===== config.mk =====
export PLATFORM = sky130hd
export DESIGN_NAME = mux_logic_pipe
export DESIGN_NICKNAME = d
export VERILOG_FILES = /design/src/rtl/mux_logic_pkg.sv /design/src/rtl/mux2.sv /design/src/rtl/mux_logic_pipe.sv
export SDC_FILE = /design/constraint.sdc
export NUM_CORES = 1
export LEC_CHECK = 0
export CORE_MARGIN = 10
export CORE_UTILIZATION = 40
export CTS_CLUSTER_DIAMETER = 200
export DETAILED_ROUTE_END_ITERATION = 10
export PLACE_DENSITY = 0.67
export SYNTH_ARGS = -nofsm -noshare
export SYNTH_HDL_FRONTEND = slang
export SYNTH_HIERARCHICAL = 1
export SYNTH_SLANG_ARGS = --single-unit

===== constraint.sdc =====
create_clock -name clk -period 1.4 [get_ports clk]
set_clock_uncertainty 0.2 [all_clocks]
set_input_delay 0.28 -clock clk [delete_from_list [all_inputs] [get_ports clk]]
set_output_delay 0.28 -clock clk [all_outputs]
set_load 0.1 [all_outputs]

===== src/rtl/mux_logic_pkg.sv =====
// Shared definitions for the mux-built logic pipeline: op codes and the per-stage control record.
package mux_logic_pkg;

   localparam logic [2:0] OP_AND  = 3'd0;
   localparam logic [2:0] OP_OR   = 3'd1;
   localparam logic [2:0] OP_NAND = 3'd2;
   localparam logic [2:0] OP_NOR  = 3'd3;
   localparam logic [2:0] OP_XOR  = 3'd4;
   localparam logic [2:0] OP_XNOR = 3'd5;
   localparam logic [2:0] OP_NOTA = 3'd6;
   localparam logic [2:0] OP_PASS = 3'd7;

   // Occupancy and op code of one stage; the WIDTH-dependent data word sits beside it in the top.
   typedef struct packed {
      logic       valid;
      logic [2:0] op;
   } stage_meta_t;

endpackage


===== src/rtl/mux2.sv =====
// 2:1 multiplexer, the only primitive the logic unit's datapath is built from.
module mux2 (
   input  logic sel,
   input  logic d0,
   input  logic d1,
   output logic y
);

   assign y = sel ? d1 : d0;

endmodule


===== src/rtl/mux_logic_pipe.sv =====
// Pipelined N-bit logic unit built from mux2 cells, with valid/ready handshake and collapsing bubbles.
// Optional macro MUX_LOGIC_PIPE_PARITY_EN adds y_par, the mux-chain parity of each result.
module mux_logic_pipe
   import mux_logic_pkg::*;
#(
   parameter int WIDTH  = 8,
   parameter int STAGES = 2
) (
   input  logic             clk,
   input  logic             rst_n,
   input  logic             in_valid,
   output logic             in_ready,
   input  logic [WIDTH-1:0] a,
   input  logic [WIDTH-1:0] b,
   input  logic [2:0]       op,
   output logic             out_valid,
   input  logic             out_ready,
   output logic [WIDTH-1:0] y,
   output logic [2:0]       y_op,
   output logic             busy
`ifdef MUX_LOGIC_PIPE_PARITY_EN
   ,
   output logic             y_par
`endif
);

   logic [WIDTH-1:0]  res;
   logic [STAGES-1:0] adv;
   logic              drain_acc;
   stage_meta_t       meta_q [STAGES];
   logic [WIDTH-1:0]  data_q [STAGES];

   // Each bit: pick f(a,0) and f(a,1) by op through 8:1 mux trees, then let b[i] choose between them.
   for (genvar i = 0; i < WIDTH; i++) begin : g_bit
      logic       na, f0, f1;
      logic [7:0] c0, c1;
      logic [3:0] l1_0, l1_1;
      logic [1:0] l2_0, l2_1;

      mux2 u_inv (.sel(a[i]), .d0(1'b1), .d1(1'b0), .y(na));

      always_comb begin
         c0 = '0;
         c1 = '0;
         c0[OP_AND]  = 1'b0;  c1[OP_AND]  = a[i];
         c0[OP_OR]   = a[i];  c1[OP_OR]   = 1'b1;
         c0[OP_NAND] = 1'b1;  c1[OP_NAND] = na;
         c0[OP_NOR]  = na;    c1[OP_NOR]  = 1'b0;
         c0[OP_XOR]  = a[i];  c1[OP_XOR]  = na;
         c0[OP_XNOR] = na;    c1[OP_XNOR] = a[i];
         c0[OP_NOTA] = na;    c1[OP_NOTA] = na;
         c0[OP_PASS] = a[i];  c1[OP_PASS] = a[i];
      end

      for (genvar j = 0; j < 4; j++) begin : g_l1
         mux2 u_m0 (.sel(op[0]), .d0(c0[2*j]), .d1(c0[2*j+1]), .y(l1_0[j]));
         mux2 u_m1 (.sel(op[0]), .d0(c1[2*j]), .d1(c1[2*j+1]), .y(l1_1[j]));
      end
      for (genvar j = 0; j < 2; j++) begin : g_l2
         mux2 u_m0 (.sel(op[1]), .d0(l1_0[2*j]), .d1(l1_0[2*j+1]), .y(l2_0[j]));
         mux2 u_m1 (.sel(op[1]), .d0(l1_1[2*j]), .d1(l1_1[2*j+1]), .y(l2_1[j]));
      end
      mux2 u_l3_0 (.sel(op[2]), .d0(l2_0[0]), .d1(l2_0[1]), .y(f0));
      mux2 u_l3_1 (.sel(op[2]), .d0(l2_1[0]), .d1(l2_1[1]), .y(f1));
      mux2 u_b    (.sel(b[i]),  .d0(f0),      .d1(f1),      .y(res[i]));
   end

`ifdef MUX_LOGIC_PIPE_PARITY_EN
   logic              par_res;
   logic [STAGES-1:0] par_q;

   // Running parity: each result bit either passes or inverts the parity so far.
   for (genvar i = 0; i < WIDTH; i++) begin : g_par
      logic p;
      if (i == 0) begin : g_first
         assign p = res[0];
      end else begin : g_next
         logic np;
         mux2 u_np (.sel(g_par[i-1].p), .d0(1'b1), .d1(1'b0), .y(np));
         mux2 u_x  (.sel(res[i]), .d0(g_par[i-1].p), .d1(np), .y(p));
      end
   end
   assign par_res = g_par[WIDTH-1].p;
   assign y_par   = par_q[STAGES-1];
`endif

   // A stage may load when it, or any stage after it, is empty, or when the output is being taken.
   always_comb begin
      drain_acc = out_ready;
      busy      = 1'b0;
      adv       = '0;
      for (int k = STAGES - 1; k >= 0; k--) begin
         drain_acc = drain_acc | !meta_q[k].valid;
         adv[k]    = drain_acc;
         busy      = busy | meta_q[k].valid;
      end
   end

   assign in_ready  = adv[0];
   assign out_valid = meta_q[STAGES-1].valid;
   assign y         = data_q[STAGES-1];
   assign y_op      = meta_q[STAGES-1].op;

   // Stage boundary: data and op move only with a valid beat; empty slots keep stale data.
   always_ff @(posedge clk or negedge rst_n) begin
      if (!rst_n) begin
         for (int k = 0; k < STAGES; k++) begin
            meta_q[k] <= '0;
            data_q[k] <= '0;
`ifdef MUX_LOGIC_PIPE_PARITY_EN
            par_q[k]  <= 1'b0;
`endif
         end
      end else begin
         if (adv[0]) begin
            meta_q[0].valid <= in_valid;
            if (in_valid) begin
               meta_q[0].op <= op;
               data_q[0]    <= res;
`ifdef MUX_LOGIC_PIPE_PARITY_EN
               par_q[0]     <= par_res;
`endif
            end
         end
         for (int k = 1; k < STAGES; k++) begin
            if (adv[k]) begin
               meta_q[k].valid <= meta_q[k-1].valid;
               if (meta_q[k-1].valid) begin
                  meta_q[k].op <= meta_q[k-1].op;
                  data_q[k]    <= data_q[k-1];
`ifdef MUX_LOGIC_PIPE_PARITY_EN
                  par_q[k]     <= par_q[k-1];
`endif
               end
            end
         end
      end
   end

endmodule


==> results of run 1 <==
## layout by cell type, fill, tap and decap left out
cell             netlist  final
mux2_4               148    149
conb_1                 2     48
dfrtp_1               24     23
buf_12                 1     21
buf_4                 11     15
buf_6                  1     14
clkdlybuf4s50_1        0     11
clkbuf_8               0      3
nand2_8                0      2
buf_16                 0      2
buf_8                  0      2
nand3b_4               1      1
or2_4                  0      1
nand2_4                1      1
nand2b_4               0      1
or2b_1                 1      1
or2b_2                 1      1
mux2_2                 2      1
bufinv_16              0      1
buf_2                  0      1
dlygate4sd2_1          0      1
dfrtp_4                0      1
## final cells by class
class                   instances  area [um^2]  area share
multi-input cells             206         2540       0.599
repair buffers                 67          900       0.212
flip-flops and latches         24          604       0.143
well taps                      99          124      0.0292
clock buffers                   3         41.3     0.00974
clock inverters                 1         30.0     0.00709
## worst max-delay path, delay by kind of cell
family / cells / cell delay, ps
muxes: 6 / 1620
buffers and inverters: 1 / 80
## repair_timing
item,4_1_cts,5_1_grt
pin swaps,2,2
endpoints found under the setup margin,25,27
setup buffers,4,2
endpoints found under the hold margin,0,0
cloned,3,0
resized for setup,51,4
## through the flow
stage	std cells	total power, uW	cell area [um^2]
6_report	400	4430	4240
5_1_grt	400	4630	4240
4_1_cts	398	4460	4200
3_5_place_dp	387	3780	3990
3_3_place_gp	387	3740	3990
2_1_floorplan	242	3020	3230
## logic make-up after synthesis
family / Yosys count
buffers and inverters: 13
DFF: 24
and+or+nand+nor: 7
muxes: 150
other: 2
## power groups by stage
stage | Clock (uW) | Combinational [uW] | Sequential (uW)
finish | 620 | 2760 | 1060
global route | 662 | 2880 | 1090
CTS | 635 | 2760 | 1060
detailed placement | 0 | 2700 | 1080
global placement | 0 | 2670 | 1070
floorplan | 0 | 2030 | 990
## final timing paths
kind | from | endpoint | slack (ps) | cells after the start
worst max-delay path | a[6] | data_q[14] | -630 | 7
worst min-delay path | rst_n | data_q[9] | 150 | 2
worst max register to register | out_valid | data_q[14] | -110 | 5
worst min register to register | data_q[10] | data_q[10] | 320 | 1
max in group asynchronous | rst_n | out_valid | 680 | 2
min in group clk | op[0] | meta_q[4] | 290 | 3
## routing by layer
metal  vias up  global-route usage  part of all wire
met5         -                   0                 0
met4         0              0.0261             0.011
met3         5              0.0162             0.038
met2        22               0.165              0.55
met1       870              0.0939              0.40
li1        899                   -                 -
## state kept, by name (all words and copies together) (netlist names)
register   cells
data_q         8
y              8
meta_q         4
y_op           3
out_valid      1
==> impl_metrics.yaml, run 1 <==
run_status:
  outcome: "complete, but fails checks"
  violations: "negative setup slack"
layout:
  fin_util: 0.578
  diodes: 0
  syn2layout_area_growth_pct: 39.7
  drive_gt1_frac: 0.721
  nFillCells: 582
  fin_nets: 325
detailed_routing:
  routedWlPerCell_um: 12.6
  vias_per_cell: 4.49
  drtIter0Drc: 46
  wl_mm: 5.03
  firstDrtPassIters: 4
  ant_nets: 0
  drc: 0
  vias: 1796
floorplanning:
  die_area_mm2: 0.0115
  die_h_um: 107
  die_w_um: 107
  io_pins: 37
  row_count: 31
  start_util: 0.414
  core_mm2: 0.00733
yosys:
  synthMuxAreaShare: 0.740
  synth-seq-area-share: 0.198
  synth.most_common_cell: "mux2_4"
  synth_commonest_cells: "148 x mux2_4, 24 x dfrtp_1, 11 x buf_4, 2 x conb_1, 2 x mux2_2"
  yosys-top-cells-area: "mux2_4 73%, dfrtp_1 20%, buf_4 2.7%"
  async_reset_ff_frac: 1.00
  synth_top_area_cell: "mux2_4"
  synth_xor_area_frac: 0
  synth_flop_cell: "dfrtp_1"
  synthSimpleGateAreaFrac: 0.0219
  synth_edf_count: 0
  yosysWarnings: 6
  synth_area_mm2: 0.00303
  synthAdderAreaFrac: 0
  synth_top_cell_area_share: 0.733
  synth-seq-cells: 24
  avgSynthCellArea_um2: 15.5
  synth_top_family_by_area: "multiplexers"
  synth_cell_types: 14
  synth_compound_area_frac: 0
  netlist_instances: 196
timing:
  fin_crit_ps: 2030
  rsz0062_at_grt: "yes"
  fin_crit_sh: 1.45
  maxSlewViolCount: 0
  setup_tns_ps: -6600
  fin_ws_ps: -628
  whs_ps: 152
  setup_violations: 25
  hold_violations: 0
  fmax_mhz: 493
setup_path:
  worstPathMaxFanout: 6
  crit_top_cell: "mux2_4"
  arrival_ps: 1990
  max_stage_delay_ps: 320
  crit_path_top_delay_cell: "mux2_4"
  path_cells: "buf_6 > mux2_4 > mux2_4 > mux2_4 > mux2_4 > mux2_4 > mux2_4"
  cp-start-kind: "input pin"
  path_class: "in -> reg"
  cp-end-kind: "register"
  crit_required_ps: 1360
place:
  dp_slack_ps: -1380
  numPortBuffers: 36
  gp_congestion: 0.677
  dp_hpwl_mm: 3.84
clock_network:
  root_buffer: "clkbuf_8"
  hold_buffers: 0
  cts_tree: "yes"
  htree_levels: 1
  clkTransAtPathRegs_ps: 90
  clkSinkCount: 24
  cts_buffers: 3
  clock_latency_ps: 270
  clockBufferDepth: 2
hold_path:
  holdCritPathClass: "in -> async"
power:
  p_comb_frac: 0.622
  power_leakage_uw: 0.00220
  p_int_uw: 2710
  p_per_area_mw_per_mm2: 1050
  clkPwrFrac: 0.140
  peakVddDrop_uv: 513
  switching_share: 0.390
  power_frac_seq: 0.238
  netSwitchingPower_uw: 1730
flow_run:
  maxCapViolations: 0
global_routing:
  grt_pass1_wl_mm: 8.32
  grt_pass1_vias: 1802
  grtUsageTotal: 0.0867
  antenna_found_initial: 0
  grt_max_degree: 25
  grt-ovfl-total: 0
Note: power is estimated with default switching activity, not from simulation.
==> run 2, diff against run 1 <==
--- a/config.mk
+++ b/config.mk
@@ -6,10 +6,10 @@
 export NUM_CORES = 1
 export LEC_CHECK = 0
 export CORE_MARGIN = 10
-export CORE_UTILIZATION = 40
+export CORE_UTILIZATION = 45
 export CTS_CLUSTER_DIAMETER = 200
 export DETAILED_ROUTE_END_ITERATION = 10
-export PLACE_DENSITY = 0.67
+export PLACE_DENSITY = 0.73
 export SYNTH_ARGS = -nofsm -noshare
 export SYNTH_HDL_FRONTEND = slang
 export SYNTH_HIERARCHICAL = 1
==> run 2 against run 1 <==
The flow still finishes with violations (negative setup slack); routed wire length is 7.0% higher; die area is 9.1% lower; power is 4.3% lower; via count is 0.50% lower; worst hold slack worse by 31 ps; fmax is 0.39% lower; core utilization is 7.1 points higher; first-iteration DRC count is 6.5% lower; combinational power hardly changed; cell area is 1.1% lower; final cell count is 5.3% lower.
==> impl_metrics.yaml, run 2 (synthesized netlist as in run 1, its figures left out) <==
layout:
  syn2layout_area_growth_pct: 38.2
  fin_nets: 326
  fin_cells: 379
  drive_gt1_frac: 0.719
  diodes: 0
  layout_common_cells: "150 x mux2_4, 48 x conb_1, 23 x dfrtp_1, 19 x buf_12, 17 x buf_4"
  fin_util: 0.649
  nFillCells: 490
  final_common_cell: "mux2_4"
global_routing:
  grtUsageTotal: 0.105
  grt_pass1_wl_mm: 8.80
  antenna_found_initial: 0
  gr-usage-met1: 0.117
  grt_pass1_vias: 1836
  grt-ovfl-total: 0
  grt_use_met3: 0.0243
  grt_busiest_layer: "met2"
  grt_max_degree: 18
  grt_use_met2: 0.200
power:
  design_power_total_uw: 4240
  netSwitchingPower_uw: 1730
  switching_share: 0.407
  power_leakage_uw: 0.00220
  p_comb_frac: 0.651
  power_frac_seq: 0.252
  peakVddDrop_uv: 452
  clkPwrFrac: 0.097
  p_int_uw: 2520
  p_per_area_mw_per_mm2: 1010
clock_network:
  cts_tree: "yes"
  root_buffer: "clkbuf_8"
  htree_levels: 1
  clock_latency_ps: 270
  cts_buffers: 3
  clockBufferDepth: 2
  hold_buffers: 0
  clkTransAtPathRegs_ps: 80
  clkSinkCount: 24
timing:
  whs_ps: 121
  setup_violations: 25
  fmax_mhz: 491
  fin_crit_ps: 2040
  hold_violations: 0
  fin_ws_ps: -636
  maxSlewViolCount: 0
  fin_crit_sh: 1.45
  rsz0062_at_grt: "yes"
place:
  dp_slack_ps: -1370
  numPortBuffers: 36
  dp_hpwl_mm: 4.02
  gp_congestion: 0.713
  placed_cells: 366
floorplanning:
  core_mm2: 0.00646
  row_count: 29
  start_util: 0.470
  die_area_mm2: 0.0104
  die_h_um: 102
  io_pins: 37
  die_w_um: 102
setup_path:
  r2r_start: "out_valid"
  cp-endpoint: "data_q[14]"
  r2r_cells: 4
  reg2reg_to: "y[3]"
  path_class: "in -> reg"
  arrival_ps: 1990
  cp-start-kind: "input pin"
  cp-end-kind: "register"
  crit_required_ps: 1350
  worstPathMaxFanout: 6
  crit_start: "a[6]"
  rrSetupSlack_ps: -100
detailed_routing:
  firstDrtPassIters: 3
  routedWlPerCell_um: 14.2
  drc: 0
  ant_nets: 0
  vias_per_cell: 4.72
  wl_mm: 5.38
  vias: 1787
  drtIter0Drc: 43
run_status:
  outcome: "complete, but fails checks"
  violations: "negative setup slack"
hold_path:
  holdCritPathClass: "in -> async"
flow_run:
  maxCapViolations: 0
==> run 2: critical path: stages <==
cell and delay, ps:
buf_6 70, mux2_4 320, mux2_4 280, mux2_4 260, mux2_4 250, mux2_4 260, mux2_4 260
==> run 2: metal layers <==
layer  vias to the layer above  share of wire
li1                        899              -
met1                       860           0.42
met2                        26           0.54
met3                         2          0.043
met4                         0         0.0041
met5                         -              0
==> run 2: worst min path at each step <==
| stage | endpoint | from | cells after the start | slack [ps] |
|---|---|---|---|---|
| after floorplan | data_q[10] | rst_n | 0 | -220 |
| after global placement | y[4] | data_q[12] | 1 | 280 |
| after detailed placement | meta_q[6] | meta_q[6] | 1 | 290 |
| after CTS | out_valid | rst_n | 2 | 130 |
| after global routing | out_valid | rst_n | 2 | 160 |
| final | out_valid | rst_n | 2 | 120 |
==> run 2: area by class of cell <==
type / count / area, um^2 / share of cell area
clock buffers: 4 / 45.0 / 0.0107
multi-input cells: 207 / 2560 / 0.612
flip-flops and latches: 24 / 604 / 0.144
well taps: 77 / 96.3 / 0.0230
repair buffers: 67 / 881 / 0.210
==> run 2: metrics by stage <==
step	TNS, ps	instance area (um^2)
after global routing	-7510	4190
final	-6750	4190
after global placement	-15310	3950
after detailed placement	-15810	3950
after CTS	-6490	4150
after floorplan	-9760	3230
==> run 2: power groups by stage <==
| stage | logic, uW | clock network [uW] | registers [uW] |
|---|---|---|---|
| floorplan | 2030 | 0 | 990 |
| global placement | 2650 | 0 | 1080 |
| detailed placement | 2700 | 0 | 1080 |
| CTS | 2760 | 424 | 1070 |
| global route | 2880 | 462 | 1090 |
| finish | 2760 | 411 | 1070 |
==> run 2: repair_timing <==
item / in CTS / in global routing
pin swaps: 1 / 0
gates resized for setup: 56 / 5
endpoints found under the setup margin: 25 / 27
setup buffers: 3 / 2
gates cloned: 3 / 1
